<file path="src/rtl/uart_frame_sender.sv">
// uart_frame_sender
//   Owns the byte interface of a uart_tx. A start request latches a
//   fixed-length payload. The block then sends it as one frame:
//   SOF_BYTE, then the payload bytes (least significant byte first), then
//   the XOR of all payload bytes.
//
// Ports
//   clk       system clock
//   reset     synchronous, active-high reset
//   start     frame request, honoured only while idle
//   payload   frame data, bits [BITS_N-1:0] are sent first
//   busy      high while a frame is in flight
//   done      one-cycle pulse once the final byte has left the line
//   dropped   one-cycle pulse for a start request seen while busy
//   data_tx   byte presented to uart_tx
//   valid     byte-valid to uart_tx
//   tx_ready  uart_tx idle/ready
module uart_frame_sender #(
  parameter int                PAYLOAD_BYTES = 4,
  parameter int                BITS_N        = 8,
  parameter logic [BITS_N-1:0] SOF_BYTE      = 8'hA5
) (
  input  logic                            clk,
  input  logic                            reset,
  input  logic                            start,
  input  logic [PAYLOAD_BYTES*BITS_N-1:0] payload,
  output logic                            busy,
  output logic                            done,
  output logic                            dropped,
  output logic [BITS_N-1:0]               data_tx,
  output logic                            valid,
  input  logic                            tx_ready
);

  localparam int IDX_W = $clog2(PAYLOAD_BYTES + 2);

  localparam logic [1:0] ST_IDLE = 2'd0;
  localparam logic [1:0] ST_SEND = 2'd1;
  localparam logic [1:0] ST_HOLD = 2'd2;
  localparam logic [1:0] ST_WAIT = 2'd3;

  // Index of the checksum byte, and of the final payload byte.
  localparam logic [IDX_W-1:0] LAST_IDX = IDX_W'(PAYLOAD_BYTES + 1);
  localparam logic [IDX_W-1:0] PAY_LAST = IDX_W'(PAYLOAD_BYTES);

  logic [1:0]                      state_reg;
  logic [IDX_W-1:0]                idx_reg;
  logic                            last_reg;
  logic [BITS_N-1:0]               checksum_reg;
  logic [PAYLOAD_BYTES*BITS_N-1:0] payload_reg;
  logic                            busy_reg;
  logic                            done_reg;
  logic                            dropped_reg;
  logic                            valid_reg;
  logic [BITS_N-1:0]               data_tx_reg;

  logic [BITS_N-1:0]               pay_bytes [PAYLOAD_BYTES];
  logic [BITS_N-1:0]               byte_next;

  generate
    for (genvar gi = 0; gi < PAYLOAD_BYTES; gi++) begin : g_split
      assign pay_bytes[gi] = payload_reg[gi*BITS_N +: BITS_N];
    end
  endgenerate

  // Byte selected by the current frame index. Index 0 is SOF.
  // Indices 1..PAYLOAD_BYTES are payload bytes. The final index is the
  // checksum. By the time the checksum is needed, the checksum register
  // already holds every payload byte.
  always_comb begin
    byte_next = checksum_reg;
    if (idx_reg == '0) begin
      byte_next = SOF_BYTE;
    end
    for (int i = 0; i < PAYLOAD_BYTES; i++) begin
      if (idx_reg == IDX_W'(i + 1)) begin
        byte_next = pay_bytes[i];
      end
    end
  end

  always_ff @(posedge clk) begin
    if (reset) begin
      state_reg    <= ST_IDLE;
      idx_reg      <= '0;
      last_reg     <= 1'b0;
      checksum_reg <= '0;
      payload_reg  <= '0;
      busy_reg     <= 1'b0;
      done_reg     <= 1'b0;
      dropped_reg  <= 1'b0;
      valid_reg    <= 1'b0;
      data_tx_reg  <= '0;
    end else begin
      done_reg    <= 1'b0;
      dropped_reg <= start && (state_reg != ST_IDLE);
      case (state_reg)
        ST_IDLE: begin
          if (start) begin
            payload_reg  <= payload;
            idx_reg      <= '0;
            last_reg     <= 1'b0;
            checksum_reg <= '0;
            busy_reg     <= 1'b1;
            valid_reg    <= 1'b1;
            data_tx_reg  <= SOF_BYTE;
            state_reg    <= ST_SEND;
          end
        end
        ST_SEND: begin
          if (tx_ready) begin
            valid_reg <= 1'b0;
            if ((idx_reg != '0) && (idx_reg <= PAY_LAST)) begin
              checksum_reg <= checksum_reg ^ data_tx_reg;
            end
            // When the checksum byte is accepted, the index stays where it
            // is and a flag is set instead. This keeps the counter from
            // overflowing when PAYLOAD_BYTES+2 is a power of two.
            if (idx_reg == LAST_IDX) begin
              last_reg <= 1'b1;
            end else begin
              idx_reg <= idx_reg + IDX_W'(1);
            end
            state_reg <= ST_HOLD;
          end
        end
        ST_HOLD: begin
          // For one cycle after acceptance, uart_tx may still show ready.
          // That stale ready must not count as a new handshake.
          state_reg <= ST_WAIT;
        end
        ST_WAIT: begin
          if (tx_ready) begin
            if (last_reg) begin
              busy_reg  <= 1'b0;
              done_reg  <= 1'b1;
              state_reg <= ST_IDLE;
            end else begin
              valid_reg   <= 1'b1;
              data_tx_reg <= byte_next;
              state_reg   <= ST_SEND;
            end
          end
        end
        default: begin
          state_reg <= ST_IDLE;
        end
      endcase
    end
  end

  assign busy    = busy_reg;
  assign done    = done_reg;
  assign dropped = dropped_reg;
  assign valid   = valid_reg;
  assign data_tx = data_tx_reg;

endmodule

</file>
<file path="config.mk">
export PLATFORM = sky130hd
export DESIGN_NAME = uart_frame_sender
export DESIGN_NICKNAME = d
export VERILOG_FILES = /design/src/rtl/uart_frame_sender.sv
export SDC_FILE = /design/constraint.sdc
export NUM_CORES = 1
export LEC_CHECK = 0
export BUFFER_PORTS_ARGS = -buffer_cell sky130_fd_sc_hd__buf_2
export CORE_UTILIZATION = 35
export DETAILED_ROUTE_END_ITERATION = 8
export SLEW_MARGIN = 20
export SYNTH_ARGS = -nofsm -noshare
export SYNTH_HDL_FRONTEND = slang
export SYNTH_SLANG_ARGS = --single-unit
export TNS_END_PERCENT = 50
</file>
<file path="constraint.sdc">
create_clock -name clk -period 3.2 [get_ports clk]
set_clock_uncertainty 0.15 [all_clocks]
set_input_delay 0.32 -clock clk [delete_from_list [all_inputs] [get_ports clk]]
set_output_delay 0.32 -clock clk [all_outputs]
set_load 0.03 [all_outputs]
</file>
## Word-level counts from Yosys, hierarchy flattened

Cells that the tools add are included.

- $add $sub $neg: 1
- Reductions and logical operators: 18
- Muxes and demuxes: 35
- Order comparisons: 1
- Bitwise gates (word level): 3
- Eq/ne operators: 16

Operator list:

| operator | number |
|---|---|
| $mux W8 | 11 |
| $pmux W8 S2 | 2 |
| $reduce_and A4 Y1 | 5 |
| $ne A2 B2 Y1 const B | 8 |
| $mux W1 | 11 |
| $mux W3 | 3 |
| $pmux W2 S4 | 1 |
| $xor A8 B8 Y8 | 1 |
| $eq A3 B2 Y1 const B | 2 |
| $eq A3 B3 Y1 const B | 2 |
| $mux W2 | 3 |
| $pmux W3 S2 | 1 |
| $reduce_bool A2 Y1 | 3 |
| $reduce_bool A3 Y1 | 2 |
| $reduce_and A5 Y1 | 1 |
| $eq A2 B2 Y1 const B | 2 |
| $pmux W1 S2 | 2 |
| $add A3 B1 Y3 const B | 1 |
| $eq A3 B1 Y1 const B | 1 |
| $le A3 B3 Y1 const B | 1 |
| $logic_not A3 Y1 | 1 |
| $pmux W1 S3 | 1 |
| $reduce_and A3 Y1 | 1 |
| $reduce_or A3 Y1 | 1 |
| 5 further kinds | 7 |

- Register bits after elaboration: 58
- Output and inout port bits: 12

## Depth between registers and ports, before layout

Gate-level depths: netlist of run 1.

- Word-level depth: 9
- Gate-level depth with buffers: 8
- Gate-level depth less buffers: 7

## Worst setup path before layout of run 1

OpenSTA, ideal clock, no wires.

- Path type: reg-to-reg
- Start: register idx_reg[0]
- End: register data_tx_reg[1] (netlist: data_tx[1])
- Stages on the path, launching flop included: 8
- Data required time: 2.933 ns
- Setup slack: 1.364 ns
- Data arrival time: 1.569 ns
- Setup time: 0.117 ns
- Path buffers: 1
- Path through: dfxtp_1 > inv_1 > ha_1 > ha_1 > buf_2 > nor2_2 > o221ai_1 > a32o_1

- Longest elaborated chain between the ends: 9

RTL lines:

| item | RTL line | text |
|---|---|---|
| start, declared | 47 | `logic [IDX_W-1:0] idx_reg;` |
| start signal, assigned | 122 | `idx_reg <= idx_reg + IDX_W'(1);` |
| $logic_not A3 Y1 | 72 | `if (idx_reg == '0) begin` |
| $mux W8 | 72 |  |
| $mux W8 (3 in a row) | 76 | `if (idx_reg == IDX_W'(i + 1)) begin` |
| $mux W8 * | 76 |  |
| $mux W8 * | 134 | `if (last_reg) begin` |
| $mux W8 * | 133 | `if (tx_ready) begin` |
| $pmux W8 S2 * | 97 | `case (state_reg)` |
| end signal, assigned | 140 | `data_tx_reg <= byte_next;` |
| end, declared | 55 | `logic [BITS_N-1:0] data_tx_reg;` |

Mark *: on every way between the ends. The rest lies on a longest branch, timed or not. The select of a mux whose other input is x is not followed.
A chain may end at the register's enable or synchronous reset.

## Worst setup path in the final report of run 1

- Start: register idx_reg[2]
- End: register data_tx_reg[1] (netlist: data_tx[1])

The elaborated chain is that of the path after synthesis.

==> Flow_metrics.wiki, run 1 <==
{| class="wikitable"
! Metric !! Value
|-
| Status || finished clean
|-
| Leakage power of the design || 1.298 nW
|-
| Combinational group share of total power || a little under two fifths
|-
| Post-detailed-route count of antenna-violating nets || 0
|-
| Ratio of cells with drive above 1 in the final layout || a little under a fifth
|-
| Average wire length per cell after detail routing || roughly 14 um
|-
| Switching Power || 1.051 mW
|-
| Period utilization || about 69%
|-
| Required time of the critical path || 3.28 ns
|-
| Die height || about 91 um
|-
| Hold-fix buffers, CTS || 0
|-
| Floorplan die area || between 0.008 and 0.009 sq mm
|-
| Number of register bits inferred by synthesis || 58
|-
| Share of the synthesized area in the top cell type || 41.92%
|-
| Buffer levels on the longest clock path || 2
|-
| P per Cell Area || 823.7 mW/mm^2
|-
| Site row count || 32
|-
| Total length of routed wires || just under 7 mm
|-
| DRC violation count after routing || 0
|-
| Syn Std Cell Area || 0.002770 sq mm
|-
| Die outline width || 90.97 um
|-
| Pre-Repair DR Iteration Count || 5
|-
| Cell types with the largest area share after synthesis || dfxtp_1, nand2_1, a21oi_1
|-
| Detailed-routed wire length on met2 || between 2 and 3 mm
|-
| Root buffer cell || clkbuf_8
|-
| Total of buffers placed on input and output ports || 47
|-
| Crit path DAT || between 2 and 2.5 ns
|-
| Part of the Yosys area used for sequential elements || a little over two fifths
|-
| Power share of the sequential group || a little under two fifths
|-
| Power share of the clock group || 25.9%
|-
| Worst hold path class || primary input to register
|-
| Routability congestion estimate || approximately 0.8
|-
| Depth of the CTS H-tree || 3
|-
| Clock buffer count from CTS || 9
|-
| Clock tree from TritonCTS || done
|-
| Share of synthesized flip-flops with an asynchronous set or reset || 0%
|-
| CP peak stage delay || 0.65 ns
|-
| GRT Overall Usage || roughly 17%
|-
| Slowest cell on the critical path || dfxtp_1
|-
| Buffer count from post-CTS setup fixing || 0
|-
| Vias in the first global route || around 2300
|-
| Synth cell types || 38
|-
| Per-cell via count in the routed design || approximately 5
|-
| Post-CTS sizing || 0
|-
| Most common cell after layout, fill and taps aside || nand2_1
|-
| Inserted Diodes || 0
|-
| Post-synthesis area per instance || 7.983 sq um
|-
| Worst-skew pair later-pin latency || about 0.33 ns
|-
| Residual overflow from global routing || 0
|-
| Total power draw || about 2.7 mW
|-
| Number of synthesized flops with an enable pin || 0
|-
| Met1 Wirelength || roughly 3.7 mm
|-
| Number of warnings reported in the yosys synthesis log || 0
|-
| Pin count of the biggest net entering global routing || 33
|-
| Most frequent cells in the layout || nand2_1, dfxtp_1, a21oi_1
|-
| Primary FF master, synth || dfxtp_1
|-
| Switching share of power || 39.43%
|-
| Count of endpoints failing hold in the final timing report || 0
|-
| Critical Path Source Type || register
|-
| Final max-slew violation count || 0
|-
| Antenna violations before repair || 0
|-
| Max cap viols || 0
|-
| Number of setup violations in the final report || 0
|-
| Detailed-placement wirelength estimate || around 5.0 mm
|-
| Nets || between 400 and 500
|-
| Worst-Margin Slew || around 0.61 ns
|-
| Count of mapped cells out of synthesis || ~350
|-
| Drt first-iter violations || 88
|-
| Library cell occupying the most area in the post-synthesis netlist || dfxtp_1
|-
| Vias after detailed routing || roughly 2400
|-
| Critical path endpoint category || register
|-
| Layout overhead on the synthesized area || 16.80%
|-
| RSZ-0062 raised after global routing || false
|-
| I/O pin count || 48
|-
| Tightest slew margin relative to the limit || approximately three fifths
|-
| Design internal power || between 1.5 and 2 mW
|-
| Clock sinks || between 50 and 60
|-
| Final critical path time including I/O delays and setup || roughly 2.2 ns
|-
| Wire length of the first global-routing pass || about 11 mm
|-
| Initial Util || around 36%
|-
| Kind of critical path || register to register
|-
| Sum of negative setup slack || 0 ns
|-
| Number of flip-flops under the largest register name || 32
|-
| Core area || approximately 0.0077 sq mm
|-
| CP Max Fanout || 18
|-
| Synthesized netlist net count || 395
|-
| Cell chain of the critical path || inv_2 > ha_1 > nor2_2 > o221ai_1 > a32o_1
|-
| VDD IR max || around 0.32 mV
|-
| Achievable clock frequency || between 0.4 and 0.5 GHz
|-
| Uppermost layer routed || met4
|-
| Post-CTS clock slew at the launch and capture registers of the worst setup and hold paths || ~0.07 ns
|-
| Detailed-routed wire length on met3 || roughly 220 um
|}
==> path summary, 6_finish.rpt <==
path                    from               to  slack (ns)  depth (start not counted)
max reg2reg       idx_reg[2]       data_tx[1]        1.00                          5
min              payload[22]  payload_reg[22]        0.07                          3
max               idx_reg[2]       data_tx[1]        1.00                          5
min reg2reg  payload_reg[26]  payload_reg[26]        0.31                          2
==> power by group through the flow <==
| stage | sequential [mW] | combinational (mW) | clock (mW) |
|---|---|---|---|
| floorplan | 1.04 | 0.717 | 0 |
| global placement | 0.996 | 0.972 | 0 |
| detailed placement | 0.996 | 0.989 | 0 |
| CTS | 0.982 | 0.992 | 0.707 |
| global route | 0.997 | 1.12 | 0.740 |
| finish | 0.984 | 0.990 | 0.691 |
==> stage by stage <==
stage	setup WS [ns]	utilization, %	instance area (sq um)	hold WS (ns)	cells
2_1_floorplan	1.364	-	2770	0.2865	347
3_3_place_gp	1.042	39.39	3028	0.2965	474
3_5_place_dp	1.019	39.39	3028	0.3024	474
4_1_cts	1.016	42.06	3233	0.06703	490
5_1_grt	0.7738	42.09	3236	0.06661	490
6_report	1.000	42.09	3236	0.07113	490
==> synth_stat cells, types with 2 or more instances <==
library cell	count
nand4_1	10
o211ai_1	2
buf_2	9
clkbuf_1	9
nand2_1	80
nand3_1	7
nor2_1	28
buf_4	5
nor3b_1	6
inv_1	7
o32a_1	4
and2_1	2
ha_1	12
o21ai_0	9
xor2_1	8
a311oi_1	4
nor2b_1	4
a32o_1	4
nand2b_1	5
mux2i_1	2
o221ai_1	4
a31oi_1	6
a21oi_1	48
dfxtp_1	58
==> metal layers <==
metal | vias up | GRT usage [%]
li1 | 1275 | -
met1 | 1092 | 25.47
met2 | 58 | 24.12
met3 | 15 | 3.015
met4 | 0 | 7.540
met5 | - | 0
==> area by class of cell <==
class / count / area, sq um
clock inverters: 4 / 50.05
inverters: 8 / 30.03
fillers: 811 / 4452
flip-flops and latches: 58 / 1161
multi-input cells: 257 / 1461
clock buffers: 12 / 155.1
repair buffers: 49 / 250.2
well taps: 102 / 127.6
==> critical path: cells and delay by family, from the launching register on <==
kind                       cells  cell delay (ns)
AOI/OAI and AO/OA              2             0.46
buffers and inverters          1             0.18
and+or+nand+nor                1             0.30
DFF                            1             0.65
adders and majority gates      1             0.35
==> cell families after synthesis <==
kind of cell	synth area share (%)
compound gates	19.51
xor+xnor	2.529
fa+ha+maj	5.420
buf+inv	5.420
flops	41.91
mux	1.265
simple gates	23.94
Note: power is estimated with default switching activity, not from simulation.
==> run 2, diff against run 1 <==
--- a/config.mk
+++ b/config.mk
@@ -5,6 +5,7 @@
 export SDC_FILE = /design/constraint.sdc
 export NUM_CORES = 1
 export LEC_CHECK = 0
+export ABC_AREA = 1
 export BUFFER_PORTS_ARGS = -buffer_cell sky130_fd_sc_hd__buf_2
 export CORE_UTILIZATION = 35
 export DETAILED_ROUTE_END_ITERATION = 8
==> constraint.sdc (replaced) <==
create_clock -name clk -period 2.1 [get_ports clk]
set_clock_uncertainty 0.15 [all_clocks]
set_input_delay 0.21 -clock clk [delete_from_list [all_inputs] [get_ports clk]]
set_output_delay 0.21 -clock clk [all_outputs]
set_load 0.03 [all_outputs]
==> run 2 against run 1 <==
Net effect: the flow now finishes with violations (negative hold slack); global-route usage increased by 0.70 points; final area increased by 11%; setup slack got worse by 0.74 ns; routed wire length increased by 5.0%; combinational power increased by 67%; via count increased by 15%; final cell count increased by 21%; count of clock-buffer cells in the layout decreased by 2; sequential power increased by 61%; die area increased by 2.4%; critical path type unchanged; critical endpoint is now valid.
==> Flow_metrics.wiki, run 2 <==
{| class="wikitable"
! Metric !! Value
|-
| Status || complete, but fails checks (was finished clean)
|-
| Violated checks || negative hold slack
|-
| Core area || 0.007767 sq mm (was 0.007687 sq mm)
|-
| Critical Path Source Type || register (unchanged)
|-
| Placement-stage cell area || 0.003177 sq mm (was 0.003028 sq mm)
|-
| Average wire length per cell after detail routing || 12.08 um (was 13.90 um)
|-
| Number of filler instances in the final layout || 841 (was 811)
|-
| Per-cell via count in the routed design || 4.752 (was 4.980)
|-
| Max cap viols || 0 (unchanged)
|-
| Share of the synthesized area in the top cell type || 40.92% (was 41.92%)
|-
| Vias after detailed routing || 2813 (was 2440)
|-
| Library cell occupying the most area in the post-synthesis netlist || dfxtp_1 (unchanged)
|-
| Pin count of the biggest net entering global routing || 43 (was 33)
|-
| Post-CTS clock slew at the launch and capture registers of the worst setup and hold paths || 0.07 ns (about the same)
|-
| R2r setup slk || 0.26 ns (was 1.00 ns)
|-
| RSZ-0062 raised after global routing || false (unchanged)
|-
| Wire length of the first global-routing pass || 11.76 mm (was 11.21 mm)
|-
| Peak-usage layer in the global routing report || met2 (was met1)
|-
| M2 GR Usage || 27.36% (was 24.12%)
|-
| Worst-Margin Slew || 0.5693 ns (was 0.6130 ns)
|-
| Number of synthesized flops with an enable pin || 0 (unchanged)
|-
| Post-Route Utilization || 46.25% (was 42.09%)
|-
| Primary FF master, synth || dfxtp_1 (unchanged)
|-
| FF+latch area || 0.001161 sq mm (unchanged)
|-
| Number of register bits inferred by synthesis || 58 (unchanged)
|-
| GRT Overall Usage || 17.89% (was 17.18%)
|-
| Total length of routed wires || 7.149 mm (was 6.809 mm)
|-
| Required time of the critical path || 2.18 ns (was 3.28 ns)
|-
| Post-synthesis area per instance || 6.838 sq um (was 7.983 sq um)
|-
| DRC violation count after routing || 0 (unchanged)
|-
| Initial Util || 36.53% (was 36.04%)
|-
| VDD IR max || 0.3770 mV (was 0.3239 mV)
|-
| Achievable clock frequency || 0.5436 GHz (was 0.4546 GHz)
|-
| Slowest cell on the critical path || dfxtp_1 (unchanged)
|-
| Critical path endpoint category || register (unchanged)
|-
| Nets || 533 (was 431)
|-
| Die height || 92.05 um (was 90.97 um)
|-
| Tightest slew margin relative to the limit || 62.05% (was 58.99%)
|-
| P per Cell Area || 1178 mW/mm^2 (was 823.7 mW/mm^2)
|-
| Period utilization || 87.60% (was 68.74%)
|-
| Drt first-iter violations || 118 (was 88)
|-
| Total of buffers placed on input and output ports || 47 (unchanged)
|-
| Area of the multi-input gates || 0.001431 sq mm (was 0.001461 sq mm)
|-
| Antenna violations before repair || 0 (unchanged)
|-
| Depth of the CTS H-tree || 3 (unchanged)
|-
| Site row count || 32 (unchanged)
|-
| Area of all placed cells without fillers || 0.003592 sq mm (was 0.003236 sq mm)
|-
| Layout overhead on the synthesized area || 26.59% (was 16.80%)
|-
| Kind of critical path || register to register (unchanged)
|-
| Number of warnings reported in the yosys synthesis log || 0 (unchanged)
|-
| Crit path DAT || 1.92 ns (was 2.28 ns)
|-
| Met3 track demand over resource in global routing || 4.229% (was 3.015%)
|-
| Share of synthesized flip-flops with an asynchronous set or reset || 0% (unchanged)
|-
| Root buffer cell || clkbuf_8 (unchanged)
|-
| Sum of negative setup slack || 0 ns (unchanged)
|-
| CP Max Fanout || 7 (was 18)
|-
| Cell types with the largest area share after synthesis || dfxtp_1, nand2_1, a21oi_1 (unchanged)
|-
| Ratio of cells with drive above 1 in the final layout || 16.53% (was 18.81%)
|-
| I/O pin count || 48 (unchanged)
|-
| Leakage power of the design || 1.608 nW (was 1.298 nW)
|-
| Number of flip-flops under the largest register name || 32 (unchanged)
|-
| Worst hold path class || primary input to register (unchanged)
|-
| Final critical path time including I/O delays and setup || 1.840 ns (was 2.200 ns)
|-
| Detailed-placement wirelength estimate || 5.213 mm (was 5.008 mm)
|-
| Post-synth top cells || nand2_1, nor2_1, dfxtp_1 (was nand2_1, dfxtp_1, a21oi_1)
|-
| Part of the Yosys area used for sequential elements || 40.92% (was 41.92%)
|-
| Residual overflow from global routing || 0 (unchanged)
|-
| Most frequent cells in the layout || nand2_1, nor2_1, dfxtp_1 (was nand2_1, dfxtp_1, a21oi_1)
|-
| Inserted Diodes || 0 (unchanged)
|-
| Worst-skew pair later-pin latency || 0.35 ns (was 0.33 ns)
|-
| Synth cell types || 22 (was 38)
|-
| Floorplan die area || 0.008472 sq mm (was 0.008275 sq mm)
|-
| Worst hold margin || -0.006744 ns (was 0.07113 ns)
|-
| Final max-slew violation count || 0 (unchanged)
|-
| CP peak stage delay || 0.40 ns (was 0.65 ns)
|-
| Top-count cell post-synth || nand2_1 (unchanged)
|-
| Die outline width || 92.05 um (was 90.97 um)
|-
| Total power draw || 4.231 mW (was 2.665 mW)
|-
| Routability congestion estimate || 0.8494 (was 0.8244)
|-
| Cell chain of the critical path || ha_1 > inv_1 > o21ai_0 > inv_1 > nand2_1 > nor2_1 > o21ai_0 > nor2_1 (was inv_2 > ha_1 > nor2_2 > o221ai_1 > a32o_1)
|-
| Pre-Repair DR Iteration Count || 6 (was 5)
|-
| Clock buffer count from CTS || 9 (unchanged)
|-
| Count of endpoints failing hold in the final timing report || 2 (was 0)
|-
| Met1 track utilization from global routing || 23.25% (was 25.47%)
|-
| Vias in the first global route || 2526 (was 2257)
|-
| Syn Std Cell Area || 0.002838 sq mm (was 0.002770 sq mm)
|-
| Clock tree from TritonCTS || done (unchanged)
|-
| Number of setup violations in the final report || 0 (unchanged)
|-
| Most common cell after layout, fill and taps aside || nand2_1 (unchanged)
|-
| Clock sinks || 58 (unchanged)
|-
| Buffer levels on the longest clock path || 2 (unchanged)
|-
| Synthesized netlist net count || 463 (was 395)
|-
| Count of mapped cells out of synthesis || 415 (was 347)
|-
| Post-detailed-route count of antenna-violating nets || 0 (unchanged)
|}
run 2: path summary, 6_finish.rpt:
kind | depth (start not counted) | from | end
setup / recovery | 8 | state_reg[0] | valid
hold / removal | 3 | payload[31] | payload_reg[31]
setup reg to reg | 8 | state_reg[0] | valid
hold reg to reg | 2 | payload_reg[0] | payload_reg[0]
run 2: area by class of cell:
cell class,count,share of cell area [%]
inverter,45,4.702
clock buffer,10,3.553
sequential,58,32.32
clock inverter,6,1.602
multi-input combinational,294,39.85
tap,102,3.553
timing repair buffer,77,14.42
run 2: routing by layer:
layer	wire [um]	vias up
met5	0	-
met4	195	0
met3	350	17
met2	3134	63
met1	3469	1259
li1	-	1474
run 2: logic make-up after synthesis:
group / count (synthesis) / share of synthesized area, %
buf+inv: 63 / 8.642
fa+ha+maj: 12 / 5.291
simple gates: 176 / 26.15
flops: 58 / 40.92
compound gates: 106 / 19.00
run 2: what timing repair did:
| item | 4_1_cts | 5_1_grt |
|---|---|---|
| setup buffers | 0 | 0 |
| hold buffers | 23 | 0 |
| endpoints found under the setup margin | 0 | 0 |
| gates resized for setup | 0 | 0 |
| endpoints found under the hold margin | 23 | 0 |
run 2: stage by stage:
| stage | std cells | setup slack [ns] |
|---|---|---|
| 2_1_floorplan | 415 | 0.3768 |
| 3_3_place_gp | 553 | 0.3098 |
| 3_5_place_dp | 553 | 0.2828 |
| 4_1_cts | 592 | 0.2788 |
| 5_1_grt | 592 | 0.02339 |
| 6_report | 592 | 0.2605 |
run 2: worst max-delay path: cells and delay by family (launching register included):
family                   cells  cell delay (ns)
AO/OA/AOI/OAI                2             0.38
adder cells (fa/ha/maj)      1             0.23
buffers and inverters        2             0.27
flip-flops                   1             0.40
AND/OR/NAND/NOR              3             0.30
run 2: power by group:
| group | internal [mW] | switching [mW] |
|---|---|---|
| combinational | 0.563 | 1.09 |
| clock | 0.539 | 0.461 |
| sequential | 1.39 | 0.188 |
| total | 2.50 | 1.74 |
